$ cat src/rtl/uart_tx_pkg.sv
// Shared UART definitions: FSM state encodings, line idle level and default baud divisor.
// The UART receiver imports the same package so both ends agree on encodings.
package uart_tx_pkg;

    localparam logic [1:0] ST_IDLE  = 2'd0;
    localparam logic [1:0] ST_START = 2'd1;
    localparam logic [1:0] ST_DATA  = 2'd2;
    localparam logic [1:0] ST_STOP  = 2'd3;

    localparam logic UART_IDLE_LEVEL = 1'b1;

    // 100 MHz system clock at 115200 baud
    localparam int DEFAULT_CLKS_PER_BIT = 868;

endpackage

$ cat src/rtl/uart_tx_if.sv
// Handshake and line signals between the system-side command logic (master)
// and the UART transmitter (slave).
interface uart_tx_if #(
    parameter int DATA_WIDTH = 8
);
    logic [DATA_WIDTH-1:0] tx_data;
    logic                  tx_valid;
    logic                  tx_ready;
    logic                  tx_serial;
    logic                  tx_done;

    modport master (
        output tx_data,
        output tx_valid,
        input  tx_ready,
        input  tx_serial,
        input  tx_done
    );

    modport slave (
        input  tx_data,
        input  tx_valid,
        output tx_ready,
        output tx_serial,
        output tx_done
    );
endinterface

$ cat src/rtl/piso_shift_reg_uart.sv
// Parallel-in serial-out shift register: loads a word, shifts right on enable,
// filling from the MSB with the idle level so the line defaults high.
module piso_shift_reg_uart
    import uart_tx_pkg::*;
#(
    parameter int WIDTH = 8
) (
    input  logic             clk,
    input  logic             rst,
    input  logic             load,
    input  logic             shift_en,
    input  logic [WIDTH-1:0] load_data,
    output logic             serial_out
);

    logic [WIDTH-1:0] q_reg;
    logic [WIDTH-1:0] q_next;

    generate
        for (genvar gi = 0; gi < WIDTH; gi++) begin : g_bit
            if (gi == WIDTH - 1) begin : g_msb
                assign q_next[gi] = load     ? load_data[gi] :
                                    shift_en ? UART_IDLE_LEVEL : q_reg[gi];
            end else begin : g_low
                assign q_next[gi] = load     ? load_data[gi] :
                                    shift_en ? q_reg[gi+1] : q_reg[gi];
            end
        end
    endgenerate

    always_ff @(posedge clk or posedge rst) begin
        if (rst) begin
            q_reg <= {WIDTH{UART_IDLE_LEVEL}};
        end else begin
            q_reg <= q_next;
        end
    end

    assign serial_out = q_reg[0];

endmodule

$ cat src/rtl/uart_tx.sv
// UART transmitter: valid/ready word in, start + LSB-first data + stop bits out
// on a registered, idle-high serial line.
module uart_tx
    import uart_tx_pkg::*;
#(
    parameter int CLKS_PER_BIT = DEFAULT_CLKS_PER_BIT,
    parameter int DATA_WIDTH   = 8,
    parameter int STOP_BITS    = 1
) (
    input  logic      clk,
    input  logic      rst,
    uart_tx_if.slave  tx
);

    localparam int BAUD_W = $clog2(CLKS_PER_BIT);
    localparam int BIT_W  = $clog2(DATA_WIDTH + 1);

    localparam logic [BAUD_W-1:0] BAUD_LAST = BAUD_W'(CLKS_PER_BIT - 1);
    localparam logic [BIT_W-1:0]  DATA_LAST = BIT_W'(DATA_WIDTH - 1);
    localparam logic [BIT_W-1:0]  STOP_LAST = BIT_W'(STOP_BITS - 1);

    logic [1:0]        state_reg;
    logic [BAUD_W-1:0] baud_cnt_reg;
    logic [BIT_W-1:0]  bit_cnt_reg;
    logic              tx_serial_reg;
    logic              tx_ready_reg;
    logic              tx_done_reg;

    logic accept;
    logic bit_end;
    logic sh_shift;
    logic sh_out;

    always_comb begin
        accept   = tx.tx_valid && tx_ready_reg;
        bit_end  = (state_reg != ST_IDLE) && (baud_cnt_reg == BAUD_LAST);
        // The shift register runs one bit ahead of the line: each bit boundary
        // registers the current LSB onto the line and exposes the next one.
        sh_shift = bit_end && ((state_reg == ST_START) || (state_reg == ST_DATA));
    end

    piso_shift_reg_uart #(
        .WIDTH(DATA_WIDTH)
    ) u_shreg (
        .clk        (clk),
        .rst        (rst),
        .load       (accept),
        .shift_en   (sh_shift),
        .load_data  (tx.tx_data),
        .serial_out (sh_out)
    );

    always_ff @(posedge clk or posedge rst) begin
        if (rst) begin
            state_reg     <= ST_IDLE;
            baud_cnt_reg  <= '0;
            bit_cnt_reg   <= '0;
            tx_serial_reg <= UART_IDLE_LEVEL;
            tx_ready_reg  <= 1'b1;
            tx_done_reg   <= 1'b0;
        end else begin
            tx_done_reg <= 1'b0;
            if (state_reg == ST_IDLE || bit_end) begin
                baud_cnt_reg <= '0;
            end else begin
                baud_cnt_reg <= baud_cnt_reg + BAUD_W'(1);
            end

            case (state_reg)
                ST_IDLE: begin
                    bit_cnt_reg   <= '0;
                    tx_serial_reg <= UART_IDLE_LEVEL;
                    if (accept) begin
                        state_reg     <= ST_START;
                        tx_ready_reg  <= 1'b0;
                        tx_serial_reg <= 1'b0;
                    end
                end
                ST_START: begin
                    if (bit_end) begin
                        state_reg     <= ST_DATA;
                        tx_serial_reg <= sh_out;
                    end
                end
                ST_DATA: begin
                    if (bit_end) begin
                        if (bit_cnt_reg == DATA_LAST) begin
                            state_reg     <= ST_STOP;
                            bit_cnt_reg   <= '0;
                            tx_serial_reg <= UART_IDLE_LEVEL;
                        end else begin
                            bit_cnt_reg   <= bit_cnt_reg + BIT_W'(1);
                            tx_serial_reg <= sh_out;
                        end
                    end
                end
                ST_STOP: begin
                    if (bit_end) begin
                        if (bit_cnt_reg == STOP_LAST) begin
                            state_reg    <= ST_IDLE;
                            bit_cnt_reg  <= '0;
                            tx_ready_reg <= 1'b1;
                            tx_done_reg  <= 1'b1;
                        end else begin
                            bit_cnt_reg  <= bit_cnt_reg + BIT_W'(1);
                        end
                    end
                end
                default: begin
                    state_reg <= ST_IDLE;
                end
            endcase
        end
    end

    assign tx.tx_ready  = tx_ready_reg;
    assign tx.tx_serial = tx_serial_reg;
    assign tx.tx_done   = tx_done_reg;

endmodule

$ cat src/flat_wrapper.sv
// flat-port wrapper written by rule: the top's interface ports become plain ports
module uart_tx_flat import uart_tx_pkg::*;
#(
    parameter int CLKS_PER_BIT = DEFAULT_CLKS_PER_BIT,
    parameter int DATA_WIDTH   = 8,
    parameter int STOP_BITS    = 1
)
  (clk, rst, tx_tx_data, tx_tx_valid, tx_tx_ready, tx_tx_serial, tx_tx_done);
  uart_tx_if #(.DATA_WIDTH(DATA_WIDTH)) tx_i ();
  input  logic clk;
  input  logic rst;
  input wire logic [$bits(tx_i.tx_data)-1:0] tx_tx_data;
  input wire logic [$bits(tx_i.tx_valid)-1:0] tx_tx_valid;
  output wire logic [$bits(tx_i.tx_ready)-1:0] tx_tx_ready;
  output wire logic [$bits(tx_i.tx_serial)-1:0] tx_tx_serial;
  output wire logic [$bits(tx_i.tx_done)-1:0] tx_tx_done;
  assign tx_i.tx_data = tx_tx_data;
  assign tx_i.tx_valid = tx_tx_valid;
  assign tx_tx_ready = tx_i.tx_ready;
  assign tx_tx_serial = tx_i.tx_serial;
  assign tx_tx_done = tx_i.tx_done;
  uart_tx #(.CLKS_PER_BIT(CLKS_PER_BIT), .DATA_WIDTH(DATA_WIDTH), .STOP_BITS(STOP_BITS)) u_core (.clk(clk), .rst(rst), .tx(tx_i));
endmodule
$ cat config.mk
export PLATFORM = sky130hd
export DESIGN_NAME = uart_tx_flat
export DESIGN_NICKNAME = d
export VERILOG_FILES = /design/src/rtl/uart_tx_pkg.sv /design/src/rtl/uart_tx_if.sv /design/src/rtl/piso_shift_reg_uart.sv /design/src/rtl/uart_tx.sv /design/src/flat_wrapper.sv
export SDC_FILE = /design/constraint.sdc
export NUM_CORES = 1
export LEC_CHECK = 0
export CORE_ASPECT_RATIO = 1.1
export CORE_MARGIN = 8
export CORE_UTILIZATION = 30
export DETAILED_ROUTE_END_ITERATION = 6
export PLACE_DENSITY = 0.58
export SYNTH_ARGS = -nofsm -noshare
export SYNTH_HDL_FRONTEND = slang
export SYNTH_SLANG_ARGS = --single-unit
export TNS_END_PERCENT = 1
$ cat constraint.sdc
create_clock -name clk -period 2.7 [get_ports clk]
set_input_delay 0.27 -clock clk [delete_from_list [all_inputs] [get_ports clk]]
set_output_delay 0.27 -clock clk [all_outputs]
set_load 0.05 [all_outputs]
==> metrics.cfg <==
[run_status]
outcome = completed

[power]
leakage_nw = 0.7352
switchingPower_uw = 137.0
power.internal_uw = 523.2
powerDensity_mw_per_mm2 = 377.2
peakVddDrop_uv = 165.7
power_frac_seq_pct = 61.3
switching_share_pct = 20.75
power.combinational.fraction_pct = 3.6
p_clk_share_pct = 35.1

[sta]
rsz0062_at_grt = false
setup_tns_ps = 0
setup_violations = 0
drv_slew = 0
relSlewSlack_pct = 67.13
tightest_slew_ps = 491.5
fmax_mhz = 456.3
period_share_pct = 81.17
finalHoldViolations = 0
finClkSkew_ps = 7.785
fin_crit_ps = 2192

[setup_path]
worstPathRequired_ps = 2910
cp-start-kind = flop
r2r-start = u_core.state_reg[1]
timing.rr.end = u_core.u_shreg.q_reg[5]
path_class = reg2reg
arrival_ps = 2400
worst-r2r-cell-count = 6
critPathCaptureType = flop
critPathMaxFanout = 8
r2r_slack_ps = 510

[layout]
antenna_cells = 0
nets = 173
drive_gt1_share_pct = 24.84
postLayoutCoreUtil_pct = 35.49
largest_reg_flops = 10
syn2layout_area_growth_pct = 15.91
fillers = 493

[synth]
synth_area_leaders = dfrtp_1, dfstp_2, mux2_2
synth-edff-count = 0
yosysTopAreaCell = dfrtp_1
synth_ff_type = dfrtp_1
ys_async_sr_fraction_pct = 100.0
synthTopCellsByCount = dfrtp_1, mux2_2, nor2_1, dfstp_2
avgSynthCellArea_um2 = 10.94
ys_ff_latch = 27
yosysUniqueCellTypes = 40
synth_area_mm2 = 0.001510
yosysMostFrequentCell = dfrtp_1
ys_warn_count = 0
synth.top_cell.area_share_pct = 28.17
syn_nets = 157
synthCells = 138
yosysSeqAreaShare_pct = 45.57

[job]
cap_violations = 0

[global_routing]
grt_use_total_pct = 7.474
grt_first_pass_wirelength_um = 4871
grt-ovfl-total = 0
grt_max_degree = 28
first_global_vias = 1079
grt_antenna_before_repair = 0

[clock_tree]
numCtsBuffers = 3
cts_resized = 0
clk_latency_ps = 270
root_buffer = clkbuf_8
cts_tree = built
clk_pin_slew_ps = 100
cts_max_level = 1
hold_buffers = 0
cts.sinks = 27
clockBufferDepth = 2
post_cts_buffers = 0

[placement]
io_buffers = 13
gp_congestion = 0.7863
dp.final_hpwl_um = 2083

[die]
die_x_um = 83.65
io_pins = 14
coreArea_mm2 = 0.004932
row_count = 27
initial_core_util_pct = 30.62
die_area_mm2 = 0.007563
fp.dieH_um = 90.42

[detailed_routing]
ant_nets = 0
first_pass_iters = 4
num_vias = 1052
avgRoutedWirePerCell_um = 13.03
viasPerCell = 4.986
drc = 0
wl_um = 2750
drt-initial-drc-count = 37

[worst_hold_path]
hp-class = in2async

[power by group through the flow]
stage | combinational (mW) | clock, mW | sequential, mW
after floorplan | 0.00599 | 0 | 0.412
after global placement | 0.0243 | 0 | 0.412
after detailed placement | 0.0247 | 0 | 0.412
after CTS | 0.0248 | 0.241 | 0.405
after global routing | 0.0272 | 0.262 | 0.405
final | 0.0239 | 0.231 | 0.405
[layout make-up]
cell class | count | area, µm² | area share, %
repair buffers | 14 | 137.6 | 7.863
flip-flops and latches | 27 | 688.2 | 39.31
well taps | 58 | 72.57 | 4.146
clock inverters | 1 | 7.507 | 0.4289
inverters | 7 | 26.28 | 1.501
multi-input cells | 101 | 777.0 | 44.39
clock buffers | 3 | 41.29 | 2.359
[layout by cell type, fill, tap and decap left out, types with 5 or more instances in the layout]
| master | instances |
|---|---|
| dfrtp_1 | 17 |
| ha_1 | 8 |
| mux2_2 | 16 |
| dfstp_2 | 10 |
| nand2_1 | 8 |
| nor2_1 | 16 |
| clkdlybuf4s50_1 | 13 |
| nand3_1 | 5 |
| inv_1 | 7 |
[worst max-delay path by stage]
stage | startpoint | endpoint | slack [ps] | cells past startpoint
finish | u_core.state_reg[1] | u_core.u_shreg.q_reg[5] | 510 | 6
global route | u_core.state_reg[1] | u_core.u_shreg.q_reg[5] | 320 | 6
CTS | u_core.state_reg[1] | u_core.u_shreg.q_reg[5] | 510 | 6
detailed placement | u_core.state_reg[1] | u_core.u_shreg.q_reg[5] | 540 | 6
global placement | u_core.state_reg[1] | u_core.u_shreg.q_reg[0] | 610 | 6
floorplan | u_core.state_reg[0] | u_core.bit_cnt_reg[3] | 820 | 6
[logic make-up (layout without fill, tap and decap cells)]
group,Yosys count,after routing,synth area share (%)
AND/OR/NAND/NOR,52,52,19.97
buffers and inverters,10,25,2.982
multiplexers,18,18,13.26
adder cells (fa/ha/maj),8,8,6.628
AO/OA/AOI/OAI,16,16,7.540
XOR/XNOR,7,7,4.060
flip-flops,27,27,45.57
[routing by layer]
| metal | vias to the layer above | global-route usage [%] | share of wire (%) |
|---|---|---|---|
| met4 | 0 | 2.594 | 1.5 |
| met1 | 503 | 8.666 | 47 |
| met5 | - | 0 | 0 |
| li1 | 519 | - | - |
| met3 | 8 | 1.895 | 3.1 |
| met2 | 22 | 12.88 | 48 |
[per-stage QoR]
stage | power, mW | hold slack (ps) | worst slack [ps] | instance area [µm²] | cells
after floorplan | 0.4182 | 315.3 | 819.3 | 1510 | 138
after global placement | 0.4365 | 469.4 | 613.6 | 1702 | 207
after detailed placement | 0.4369 | 488.0 | 537.4 | 1702 | 207
after CTS | 0.6710 | 355.0 | 511.1 | 1750 | 211
after global routing | 0.6941 | 396.0 | 315.2 | 1750 | 211
final | 0.6602 | 345.0 | 508.5 | 1750 | 211
[worst max-delay path: stages, from the launching register on]
cell     delay, ps
dfrtp_1        440
inv_1          110
ha_1           260
nor4b_1        250
and3_1         290
a22o_1         380
mux2_2         390
(Power assumes the default switching activity.)
